[config.mk]
export PLATFORM = sky130hd
export DESIGN_NAME = ps2_rx_fifo
export DESIGN_NICKNAME = d
export VERILOG_FILES = /design/src/rtl/ps2_rx_fifo.sv
export SDC_FILE = /design/constraint.sdc
export NUM_CORES = 1
export LEC_CHECK = 0
export CAP_MARGIN = 25
export CORE_MARGIN = 2
export CORE_UTILIZATION = 25
export CTS_CLUSTER_SIZE = 24
export DETAILED_ROUTE_END_ITERATION = 12
export PLACE_DENSITY = 0.46
export SETUP_SLACK_MARGIN = 0.1
export SKIP_LAST_GASP = 1
export SLEW_MARGIN = 20
export SYNTH_ARGS = -nofsm -noshare
export SYNTH_HDL_FRONTEND = slang
export SYNTH_SLANG_ARGS = --single-unit
[constraint.sdc]
create_clock -name clk -period 5.1 [get_ports clk]
set_input_delay 0.51 -clock clk [delete_from_list [all_inputs] [get_ports clk]]
set_output_delay 0.51 -clock clk [all_outputs]
set_load 0.02 [all_outputs]
[src/rtl/ps2_rx_fifo.sv]
// PS/2 device-to-host receiver: glitch-filtered clock, 11-bit frame check with
// an inactivity watchdog, E0/F0 prefix folding, and a first-word-fall-through code FIFO.
module ps2_rx_fifo #(
    parameter int FILTER_LEN  = 4,
    parameter int TIMEOUT_CYC = 50000,
    parameter int FIFO_AW     = 3
) (
    input  logic             clk,
    input  logic             rst,
    input  logic             ps2c,
    input  logic             ps2d,
    input  logic             rd_en,
    output logic [9:0]       dout,
    output logic             empty,
    output logic [FIFO_AW:0] count,
    output logic             err_parity,
    output logic             err_frame,
    output logic             overflow
);

    localparam int DEPTH = 2 ** FIFO_AW;
    localparam int FW    = $clog2(FILTER_LEN + 1);
    localparam int WW    = $clog2(TIMEOUT_CYC + 1);

    typedef enum logic [1:0] {IDLE, DATA, PARITY, STOP} state_t;

    // ------------------------------------------------------------------
    // Input synchronisers and clock filter
    // ------------------------------------------------------------------
    logic [1:0]    c_sync;
    logic [1:0]    d_sync;
    logic          c_s;
    logic          d_s;
    logic [FW-1:0] flt_cnt;
    logic          fc;
    logic          fc_prev;
    logic          ev;

    assign c_s = c_sync[1];
    assign d_s = d_sync[1];

    // NOTE: sequential state uses <= so every flop samples pre-edge values;
    // with = the second synchroniser stage would collapse into the first.
    always_ff @(posedge clk or negedge rst) begin
        if (!rst) begin
            c_sync <= 2'b11;
            d_sync <= 2'b11;
        end else begin
            c_sync <= {c_sync[0], ps2c};
            d_sync <= {d_sync[0], ps2d};
        end
    end

    // fc only moves after FILTER_LEN consecutive samples that disagree with it
    always_ff @(posedge clk or negedge rst) begin
        if (!rst) begin
            flt_cnt <= '0;
            fc      <= 1'b1;
            fc_prev <= 1'b1;
        end else begin
            fc_prev <= fc;
            if (c_s == fc) begin
                flt_cnt <= '0;
            end else if (flt_cnt == FW'(FILTER_LEN - 1)) begin
                fc      <= c_s;
                flt_cnt <= '0;
            end else begin
                flt_cnt <= flt_cnt + FW'(1);
            end
        end
    end

    assign ev = fc_prev & ~fc;

    // ------------------------------------------------------------------
    // Frame FSM, watchdog and prefix folding
    // ------------------------------------------------------------------
    state_t        state;
    state_t        state_nxt;
    logic [2:0]    bit_cnt;
    logic [2:0]    bit_nxt;
    logic [7:0]    code;
    logic [7:0]    code_nxt;
    logic          parity_ok;
    logic          par_nxt;
    logic [WW-1:0] wd_cnt;
    logic [WW-1:0] wd_nxt;
    logic          ext;
    logic          ext_nxt;
    logic          brk;
    logic          brk_nxt;
    logic          perr_nxt;
    logic          ferr_nxt;
    logic          timeout;
    logic          push;
    logic [9:0]    push_word;

    always_ff @(posedge clk or negedge rst) begin
        if (!rst) begin
            state      <= IDLE;
            bit_cnt    <= '0;
            code       <= '0;
            parity_ok  <= 1'b0;
            wd_cnt     <= '0;
            ext        <= 1'b0;
            brk        <= 1'b0;
            err_parity <= 1'b0;
            err_frame  <= 1'b0;
        end else begin
            state      <= state_nxt;
            bit_cnt    <= bit_nxt;
            code       <= code_nxt;
            parity_ok  <= par_nxt;
            wd_cnt     <= wd_nxt;
            ext        <= ext_nxt;
            brk        <= brk_nxt;
            err_parity <= perr_nxt;
            err_frame  <= ferr_nxt;
        end
    end

    // NOTE: every output of this block gets a default first, so no path
    // through the case statement can leave a latch behind.
    always_comb begin
        state_nxt = state;
        bit_nxt   = bit_cnt;
        code_nxt  = code;
        par_nxt   = parity_ok;
        ext_nxt   = ext;
        brk_nxt   = brk;
        perr_nxt  = 1'b0;
        ferr_nxt  = 1'b0;
        push      = 1'b0;
        push_word = {ext, brk, code};
        wd_nxt    = (ev || state == IDLE) ? '0 : wd_cnt + WW'(1);
        timeout   = (state != IDLE) && !ev && (wd_cnt == WW'(TIMEOUT_CYC - 1));

        if (timeout) begin
            state_nxt = IDLE;
            ferr_nxt  = 1'b1;
            ext_nxt   = 1'b0;
            brk_nxt   = 1'b0;
            wd_nxt    = '0;
        end else if (ev) begin
            case (state)
                IDLE: begin
                    if (!d_s) begin
                        state_nxt = DATA;
                        bit_nxt   = '0;
                    end
                end
                DATA: begin
                    code_nxt[bit_cnt] = d_s;
                    bit_nxt           = bit_cnt + 3'd1;
                    if (bit_cnt == 3'd7) state_nxt = PARITY;
                end
                PARITY: begin
                    par_nxt   = ^code ^ d_s;
                    state_nxt = STOP;
                end
                STOP: begin
                    state_nxt = IDLE;
                    if (!d_s) begin
                        ferr_nxt = 1'b1;
                        ext_nxt  = 1'b0;
                        brk_nxt  = 1'b0;
                    end else if (!parity_ok) begin
                        perr_nxt = 1'b1;
                        ext_nxt  = 1'b0;
                        brk_nxt  = 1'b0;
                    end else if (code == 8'hE0) begin
                        ext_nxt = 1'b1;
                    end else if (code == 8'hF0) begin
                        brk_nxt = 1'b1;
                    end else begin
                        push    = 1'b1;
                        ext_nxt = 1'b0;
                        brk_nxt = 1'b0;
                    end
                end
                default: state_nxt = IDLE;
            endcase
        end
    end

    // ------------------------------------------------------------------
    // First-word-fall-through FIFO
    // ------------------------------------------------------------------
    logic [9:0]         mem [DEPTH];
    logic [FIFO_AW-1:0] wr_ptr;
    logic [FIFO_AW-1:0] rd_ptr;
    logic               full;
    logic               do_pop;
    logic               do_push;

    assign empty   = (count == '0);
    assign full    = (count == (FIFO_AW + 1)'(DEPTH));
    assign do_pop  = rd_en && !empty;
    // a pop in the same cycle frees the slot the push needs
    assign do_push = push && (!full || do_pop);
    assign dout    = empty ? '0 : mem[rd_ptr];

    // NOTE: the storage array has no reset; count/empty gate every read,
    // so stale contents are never observable.
    always_ff @(posedge clk) begin
        if (do_push) mem[wr_ptr] <= push_word;
    end

    always_ff @(posedge clk or negedge rst) begin
        if (!rst) begin
            wr_ptr   <= '0;
            rd_ptr   <= '0;
            count    <= '0;
            overflow <= 1'b0;
        end else begin
            overflow <= push && !do_push;
            if (do_push) wr_ptr <= wr_ptr + FIFO_AW'(1);
            if (do_pop)  rd_ptr <= rd_ptr + FIFO_AW'(1);
            case ({do_push, do_pop})
                2'b10:   count <= count + (FIFO_AW + 1)'(1);
                2'b01:   count <= count - (FIFO_AW + 1)'(1);
                default: count <= count;
            endcase
        end
    end

endmodule

# Word level (Yosys, flattened, before mapping)
# Memory sizes are Yosys's and may differ from the RTL's.
# Index checks and enable logic that the tools add are counted.
[word_totals] ramBits=80 word_cells=125 ff_bits=54 inputBits=5 output_inout_bits=18 n_memories=1
[op_classes] n_eq_ne=17 n_bitwise=5 mux=48 n_lt_le_gt_ge=2 reduce_logical=27 add_sub_neg=7
[memory_table] memory="mem" depth=8 word_bits=10 read_ports=1 rd_ports_with_merged_regs=0 wr=1 line="189" text="logic [9:0] mem [DEPTH];"
[ops] cell="2-to-1 mux 1 bit" count=33
[ops] cell="2-to-1 mux 16 bit" count=2
[ops] cell="adder 16 x 1 -> 16 bit (second input constant)" count=1
[ops] cell="equality test 16 bit (second input constant)" count=1
[ops] cell="equality test 8 bit (second input constant)" count=2
[ops] cell="AND reduction 3 bit" count=5
[ops] cell="adder 3 x 1 -> 3 bit (second input constant)" count=4
[ops] cell="2-to-1 mux 10 bit" count=1
[ops] cell="nonzero test 2 bit" count=5
[ops] cell="2-to-1 mux 3 bit" count=3
[ops] cell="bitwise mux 8 bit" count=1
[ops] cell="2-to-1 mux 2 bit" count=4
[ops] cell="case mux 2 bit (4 select lines)" count=1
[ops] cell="case mux 4 bit (2 select lines)" count=1
[ops] cell="XOR reduction 8 bit" count=1
[ops] cell="equality test 2 bit (second input constant)" count=3
[ops] cell="logical AND 1 bit" count=6
[ops] cell="inequality test 3 bit (second input constant)" count=2
[ops] cell="case mux 3 bit (2 select lines)" count=1
[ops] cell="inequality test 5 bit (second input constant)" count=1
[ops] cell="adder 4 x 1 -> 4 bit (second input constant)" count=1
[ops] cell="equality test 2 x 1 -> 1 bit (second input constant)" count=2
[ops] cell="equality test 4 bit (second input constant)" count=1
[ops] cell="zero test 1 bit" count=4
[ops] cell="other kinds (17)" count=20

# Logic depth before layout (Yosys ltp)
# Gate-level depths: netlist of run 1.
[depth] depth_word=11 depth_mapped=12 ltp_nobuf=12

# Least setup slack after synthesis of run 1
# No wires, ideal clock.
[synth_timing] path_kind="register -> register" startpoint="register code[4]" endpoint="memory mem[0][0] (enable)" t_arrival_ps=2155 path_stages_with_launch=7 path_slack_ps=2541 n_path_buf=0 setup_ps=404 synth_period_minus_slack_ps=2559 cell_sequence="dfrtp_1 > inv_1 > ha_1 > nor2_1 > o2111a_2 > nand2_4 > nor4_1"
[synth_via] elab_chain_len=11 word_cells_on_any_way=12 cone_classes="eq/ne (2); mux (9); reduce/logical (1)"
[synth_rtl] element="start, declared" line="82" text="logic [7:0] code;"
[synth_rtl] element="start signal, assigned" line="112" text="code <= code_nxt;"
[synth_rtl] element="equality test 8 bit" line="173" text="end else if (code == 8'hF0) begin"
[synth_rtl] element="2-to-1 mux 1 bit" line="173"
[synth_rtl] element="2-to-1 mux 1 bit *" line="171" text="end else if (code == 8'hE0) begin"
[synth_rtl] element="2-to-1 mux 1 bit *" line="167" text="end else if (!parity_ok) begin"
[synth_rtl] element="2-to-1 mux 1 bit *" line="163" text="if (!d_s) begin"
[synth_rtl] element="2-to-1 mux 1 bit *" line="145" text="case (state)"
[synth_rtl] element="2-to-1 mux 1 bit *" line="144" text="end else if (ev) begin"
[synth_rtl] element="2-to-1 mux 1 bit *" line="138" text="if (timeout) begin"
[synth_rtl] element="logical AND 1 bit *" line="200" text="assign do_push = push && (!full || do_pop);"
[synth_rtl] element="2-to-1 mux 1 bit *" line="206" text="if (do_push) mem[wr_ptr] <= push_word;"
[synth_rtl] element="2-to-1 mux 1 bit (implied by the code) *" line="206"
[synth_rtl] element="end, declared" line="189"
# Mark *: on every way between the ends. The rest lies on a longest branch, timed or not.

# Final worst setup path of run 1
[layout_timing] startpoint="register rd_ptr[0]" endpoint="output port dout[4]"
[layout_via] elab_chain_len=2
[layout_rtl] element="start, declared" line="191" text="logic [FIFO_AW-1:0] rd_ptr;"
[layout_rtl] element="start signal, assigned" line="218" text="if (do_pop) rd_ptr <= rd_ptr + FIFO_AW'(1);"
[layout_rtl] element="memory read (8 x 10 bit)"
[layout_rtl] element="2-to-1 mux 10 bit" line="201" text="assign dout = empty ? '0 : mem[rd_ptr];"
[layout_rtl] element="end, declared" line="13" text="output logic [9:0] dout,"
# No other way between the ends.

==> results of run 1 <==
-- per-stage QoR --
| stage | instance area, sq um | setup WS [ps] | power [mW] | util [%] |
|---|---|---|---|---|
| finish | 7112 | 1614 | 3.564 | 31.22 |
| global route | 7112 | 1314 | 3.774 | 31.22 |
| CTS | 7086 | 1477 | 3.612 | 31.11 |
| detailed placement | 6482 | 1934 | 2.365 | 28.46 |
| global placement | 6455 | 1918 | 2.347 | 28.34 |
| floorplan | 5832 | 2541 | 2.057 | - |
-- routing by layer --
metal  vias to the layer above  part of all wire (%)  routed length [microns]
met5                         -                     0                        0
met4                         0                   1.1                      121
met3                         7                   2.9                      323
met2                        34                    47                     5294
met1                      1625                    49                     5433
li1                       1516                     -                        -
-- final timing paths --
kind / from / endpoint
max in group asynchronous: rst / err_parity$_DFF_PN0_
worst max-delay path: rd_ptr[0]$_DFFE_PN0P_ / dout[4]
min in group clk: d_sync[0]$_DFF_PN1_ / d_sync[1]$_DFF_PN1_
worst max register to register: count[1]$_DFFE_PN0P_ / count[2]$_DFFE_PN0P_
worst min-delay path: rst / wd_cnt[14]$_DFF_PN0_
worst min register to register: d_sync[0]$_DFF_PN1_ / d_sync[1]$_DFF_PN1_
-- kinds of logic (layout without fill, tap and decap cells) --
kind of cell / count (synthesis) / in the layout / synth area share, %
simple gates: 116 / 116 / 11.22
compound gates: 19 / 19 / 2.274
xor+xnor: 27 / 27 / 4.055
buf+inv: 25 / 75 / 1.888
flops: 134 / 134 / 64.49
mux: 43 / 43 / 11.99
fa+ha+maj: 19 / 19 / 4.076
-- worst max-delay path, delay by kind of cell, from the launching register on --
family        cells  cell delay [ps]
flops             1              810
mux               2              720
buf+inv           2              950
simple gates      1               60
-- state kept, by name, indices dropped and copies added (netlist names), 2 cells and up --
signal   flops
bit_cnt      3
c_sync       2
code         8
count        4
d_sync       2
flt_cnt      3
mem         80
rd_ptr       3
state        2
wd_cnt      16
wr_ptr       3
-- area by class of cell --
class | instances | area share, %
Clock buffer | 18 | 6.175
Clock inverter | 14 | 2.305
Inverter | 13 | 0.6861
Multi-Input combinational cell | 224 | 28.36
Sequential cell | 134 | 52.89
Tap cell | 313 | 5.507
Timing Repair Buffer | 30 | 4.082
-- placed cells by master, fill, tap and decap left out, types with 3 or more instances in the layout --
cell type	count
edfxtp_1	80
dfrtp_1	48
nor2_1	36
xnor2_1	21
clkdlybuf4s50_1	21
mux4_2	20
ha_1	19
clkbuf_16	17
inv_1	13
nand2_1	13
nand3_1	13
mux2i_1	11
mux2_2	11
nor3_1	8
xor2_1	6
nor3b_1	6
a21oi_1	6
dfstp_2	6
nand3b_1	5
inv_6	5
buf_4	5
nor2b_1	4
nand4_1	4
nor3_2	3
nand2b_1	3
nor4_1	3
clkinvlp_4	3
clkinv_4	3
-- power by group through the flow --
stage	Clock (mW)	Combinational, mW	Sequential (mW)
2_1_floorplan	0	0.652	1.41
3_3_place_gp	0	0.825	1.52
3_5_place_dp	0	0.838	1.53
4_1_cts	1.26	0.841	1.51
5_1_grt	1.32	0.954	1.50
6_report	1.23	0.858	1.47
==> flow_metrics.py, run 1 <==
metrics = {
    "route": {
        "route.detailed.drc": 0,
        "vias_per_cell": 4.265,
        "drtPass1Iterations": 4,
        "routed_wl_mm": 11.17,
        "vias": 3182,
        "wl_per_cell_microns": 14.98,
        "drtIter0Drc": 154,
        "ant_nets": 0,
    },
    "sta": {
        "hold_viol": 0,
        "rsz0062_at_grt": "no",
        "clock_skew_ps": 9.432,
        "fin_crit_sh_pct": 68.35,
        "setup-tns-final_ps": 0,
        "period_needed_ps": 3486,
        "finalSetupViolations": 0,
        "tightest_slew_ps": 967.2,
        "fin_hold_ws_ps": 227.7,
        "fmax_mhz": 286.9,
        "slew_viol_final": 0,
        "relSlewSlack_pct": 35.25,
    },
    "power_and_ir_drop": {
        "seqPwrFrac_pct": 41.4,
        "ir_drop_mv": 0.2103,
        "switching_share_pct": 31.04,
        "switching_power_mw": 1.106,
        "power_leakage_nw": 2.495,
        "power.share.clock_pct": 34.6,
        "power_frac_comb_pct": 24.1,
        "power_density_nw_per_um2": 501.1,
        "internal-power_mw": 2.458,
    },
    "floorplanning": {
        "ios": 23,
        "core-area_sq_um": 22780,
        "die_w_microns": 156.7,
        "rows": 55,
        "die_area_sq_um": 24570,
        "die_h_microns": 156.7,
        "initial_core_util_pct": 25.60,
    },
    "cts": {
        "h-tree-depth": 4,
        "root_buffer": "clkbuf_16",
        "cts_sinks": 134,
        "insertion_delay_ps": 410,
        "cts_tree": "yes",
        "clockBufferDepth": 2,
        "post_cts_buffers": 0,
        "hold_buffers": 0,
        "cts_buffers": 17,
        "cts.clk_slew.worst_paths_ps": 60,
        "cts_resized": 0,
    },
    "placement": {
        "hpwl_mm": 7.093,
        "place_congestion": 0.7095,
        "portBuffers": 22,
        "placedCellCount": 712,
    },
    "global_route": {
        "grt_use_met2_pct": 15.83,
        "use_met3_pct": 3.129,
        "grt_pass1_wl_mm": 18.01,
        "grt_util_met1_pct": 12.51,
        "grt_use_total_pct": 9.822,
        "grt_max_degree": 55,
        "grt_pass1_vias": 3315,
        "antenna_found_initial": 0,
        "grt.busiest_layer": "met2",
        "overflow": 0,
    },
    "setup_path": {
        "required_ps": 4590,
        "r2r_cells": 9,
        "arrival_ps": 2980,
        "critPathCaptureType": "output port",
        "crit_chain": "buf_4 -> mux4_2 -> mux2i_1 -> nor2_1 -> clkdlybuf4s50_1",
        "crit_path_top_delay_cell": "dfrtp_1",
        "cpPeakStageDelay_ps": 810,
        "crit_path_start_kind": "flop",
        "critPathMaxFanout": 12,
        "path_class": "flop to output port",
        "r2r_slack_ps": 2200,
    },
    "flow_run": {
        "cap_violations": 0,
    },
    "synth": {
        "netlist_instances": 383,
        "synth_top_area_share_pct": 41.19,
        "ys_warn_count": 0,
        "synth_seq_area_share_pct": 64.49,
        "synth_nets": 407,
        "synthTopCellsByArea": "edfxtp_1 41%, dfrtp_1 21%, mux4_2 7.7%",
        "yosysTopAreaCell": "edfxtp_1",
        "synth.distinct_cells": 47,
        "synth_area_sq_um": 5832,
        "synth-seq-cells": 134,
        "synthFlopType": "edfxtp_1",
        "synth_edf_count": 80,
        "syn_avg_cell_area_sq_um": 15.23,
        "synth.most_common_cell": "edfxtp_1",
        "synthArstFlopShare_pct": 40.30,
        "synth_common_cells": "80 x edfxtp_1, 48 x dfrtp_1, 37 x nor2_1, 21 x xnor2_1, 20 x mux4_2",
    },
    "finish": {
        "drive_gt1_share_pct": 22.17,
        "diodes": 0,
        "fin_cells": 746,
        "syn2layout_area_growth_pct": 21.95,
        "seqCellArea_sq_um": 3761,
        "nets": 444,
        "n_fill_cell": 2230,
        "multiInputGateArea_sq_um": 2017,
    },
    "min_path": {
        "min_path_type": "input pin to async pin",
    },
    "run_status": {
        "status": "finished clean",
    },
}
Note: power is estimated with default switching activity, not from simulation.
==> run 2, diff against run 1 <==
==> constraint.sdc (replaced) <==
create_clock -name clk -period 3.44 [get_ports clk]
set_input_delay 0.344 -clock clk [delete_from_list [all_inputs] [get_ports clk]]
set_output_delay 0.344 -clock clk [all_outputs]
set_load 0.02 [all_outputs]
==> run 2 against run 1 <==
  * The run now ends with hold timing left
  * Global-route usage up 0.38 points
  * Sequential power up 44%
  * Sequential share of layout area up 0.16 points
  * Clock power is 50% higher
  * Clock-buffer cell count stayed put
  * Worst setup slack got worse by 1100 ps
  * Non-clock buffer count rose by 6
  * Cell area fell by 0.30%
  * Critical path depth did not move
  * Largest cell class unchanged
  * Register-to-register slack worse by 1300 ps
  * Via count up 0.38%
==> flow_metrics.py, run 2 (same netlist as run 1, synthesis figures left out) <==
metrics = {
    "sta": {
        "period_needed_ps": 2931,
        "hold_viol": 29,
        "relSlewSlack_pct": 51.70,
        "slew_viol_final": 0,
        "rsz0062_at_grt": "no",
        "finalSetupViolations": 0,
        "fmax_mhz": 341.2,
        "clock_skew_ps": 11.33,
        "setup-tns-final_ps": 0,
        "fin_hold_ws_ps": -19.74,
        "fin_crit_sh_pct": 85.21,
        "tightest_slew_ps": 724.4,
    },
    "finish": {
        "syn2layout_area_growth_pct": 21.58,
        "post-route-util_pct": 31.13,
        "final_cell_mix": "80 x edfxtp_1, 48 x dfrtp_1, 37 x nor2_1",
        "top_regs": "mem x80, wd_cnt x16, code x8",
        "drive_gt1_share_pct": 21.87,
        "final_common_cell": "edfxtp_1",
        "largest_register_ffs": 80,
        "diodes": 0,
        "nets": 450,
        "largest_register": "mem",
    },
    "power_and_ir_drop": {
        "power_leakage_nw": 2.502,
        "ir_drop_mv": 0.4159,
        "power_density_nw_per_um2": 742.6,
    },
    "cts": {
        "hold_buffers": 0,
        "cts_buffers": 17,
        "cts_tree": "yes",
        "h-tree-depth": 4,
        "cts.clk_slew.worst_paths_ps": 60,
        "cts_resized": 0,
        "post_cts_buffers": 0,
        "insertion_delay_ps": 430,
        "root_buffer": "clkbuf_16",
        "clockBufferDepth": 2,
        "cts_sinks": 134,
    },
    "route": {
        "vias_per_cell": 4.247,
        "vias": 3194,
        "drtPass1Iterations": 4,
        "drtIter0Drc": 120,
        "routed_wl_mm": 11.42,
        "route.detailed.drc": 0,
        "wl_per_cell_microns": 15.18,
        "ant_nets": 0,
    },
    "setup_path": {
        "crit_path_start_kind": "flop",
        "r2r_slack_ps": 920,
        "arrival_ps": 2590,
        "r2r-start": "code[4]$_DFFE_PN0P_",
        "critPathMaxFanout": 22,
        "critPathCaptureType": "output port",
        "required_ps": 3100,
        "r2r_cells": 12,
        "r2r_end": "count[2]$_DFFE_PN0P_",
        "path_class": "flop to output port",
    },
    "global_route": {
        "grt_pass1_wl_mm": 18.52,
        "grt_pass1_vias": 3389,
        "overflow": 0,
        "grt_max_degree": 31,
        "antenna_found_initial": 0,
        "grt_use_total_pct": 10.20,
    },
    "floorplanning": {
        "rows": 55,
        "die_area_sq_um": 24570,
        "die_w_microns": 156.7,
        "initial_core_util_pct": 25.60,
        "ios": 23,
        "die_h_microns": 156.7,
        "core-area_sq_um": 22780,
    },
    "run_status": {
        "violations": "hold timing",
        "status": "finished, violations left",
    },
    "placement": {
        "hpwl_mm": 7.368,
        "portBuffers": 22,
        "place_congestion": 0.7242,
    },
    "flow_run": {
        "cap_violations": 0,
    },
    "min_path": {
        "min_path_type": "input pin to async pin",
    },
}
run 2: cell count changes in the layout (fill, tap and decap cells not counted), sizes merged:
cell | previous run | this run
buf | 9 | 15
clkinv | 3 | 6
clkinvlp | 3 | 1
inv | 19 | 17
bufinv | 2 | 3
run 2: metal layers:
layer  vias up  routed length, microns  global-route usage (%)
met5         -                       0                       0
li1       1528                       -                       -
met1      1610                    5146                   12.46
met4         0                     187                   4.281
met2        37                    5721                   16.77
met3        19                     362                   3.046
run 2: layout make-up:
cell class	instances	area [sq um]
fill	2265	15690
sequential	134	3761
multi-input combinational	224	1967
clock buffer	18	429.2
tap	313	391.6
timing repair buffer	36	320.3
clock inverter	14	172.7
inverter	13	48.80
run 2: worst max-delay path by stage:
stage | start | to | slack, ps | depth (start not counted)
final | rd_ptr[0]$_DFFE_PN0P_ | dout[2] | 510 | 5
after global routing | rd_ptr[0]$_DFFE_PN0P_ | dout[2] | 330 | 5
after CTS | rd_ptr[0]$_DFFE_PN0P_ | dout[2] | 430 | 5
after detailed placement | code[2]$_DFFE_PN0P_ | count[2]$_DFFE_PN0P_ | 870 | 12
after global placement | rd_ptr[0]$_DFFE_PN0P_ | dout[2] | 910 | 5
after floorplan | code[4]$_DFFE_PN0P_ | mem[0][0]$_DFFE_PP_ | 880 | 6
run 2: worst max-delay path: stages, from the launching register on:
cell	delay, ps
dfrtp_1	320
buf_4	390
mux4_2	560
mux2i_1	260
nor2_1	80
clkdlybuf4s50_1	540
run 2: power breakdown:
| part | internal (mW) | switching (mW) | leakage (nW) |
|---|---|---|---|
| clock network | 1.15 | 0.700 | 0.293 |
| registers | 1.88 | 0.234 | 1.38 |
| logic | 0.639 | 0.664 | 0.824 |
| total | 3.67 | 1.60 | 2.50 |
run 2: through the flow:
| step | hold WS [ps] | area (sq um) | cells | setup WS [ps] | total power [mW] |
|---|---|---|---|---|---|
| final | -19.74 | 7091 | 752 | 508.9 | 5.266 |
| after global routing | 27.56 | 7091 | 752 | 333.5 | 5.556 |
| after CTS | 9.750 | 7091 | 752 | 433.1 | 5.358 |
| after detailed placement | 353.1 | 6489 | 720 | 873.7 | 3.490 |
| after global placement | 348.1 | 6489 | 720 | 909.5 | 3.460 |
| after floorplan | 48.41 | 5832 | 383 | 881.0 | 3.023 |
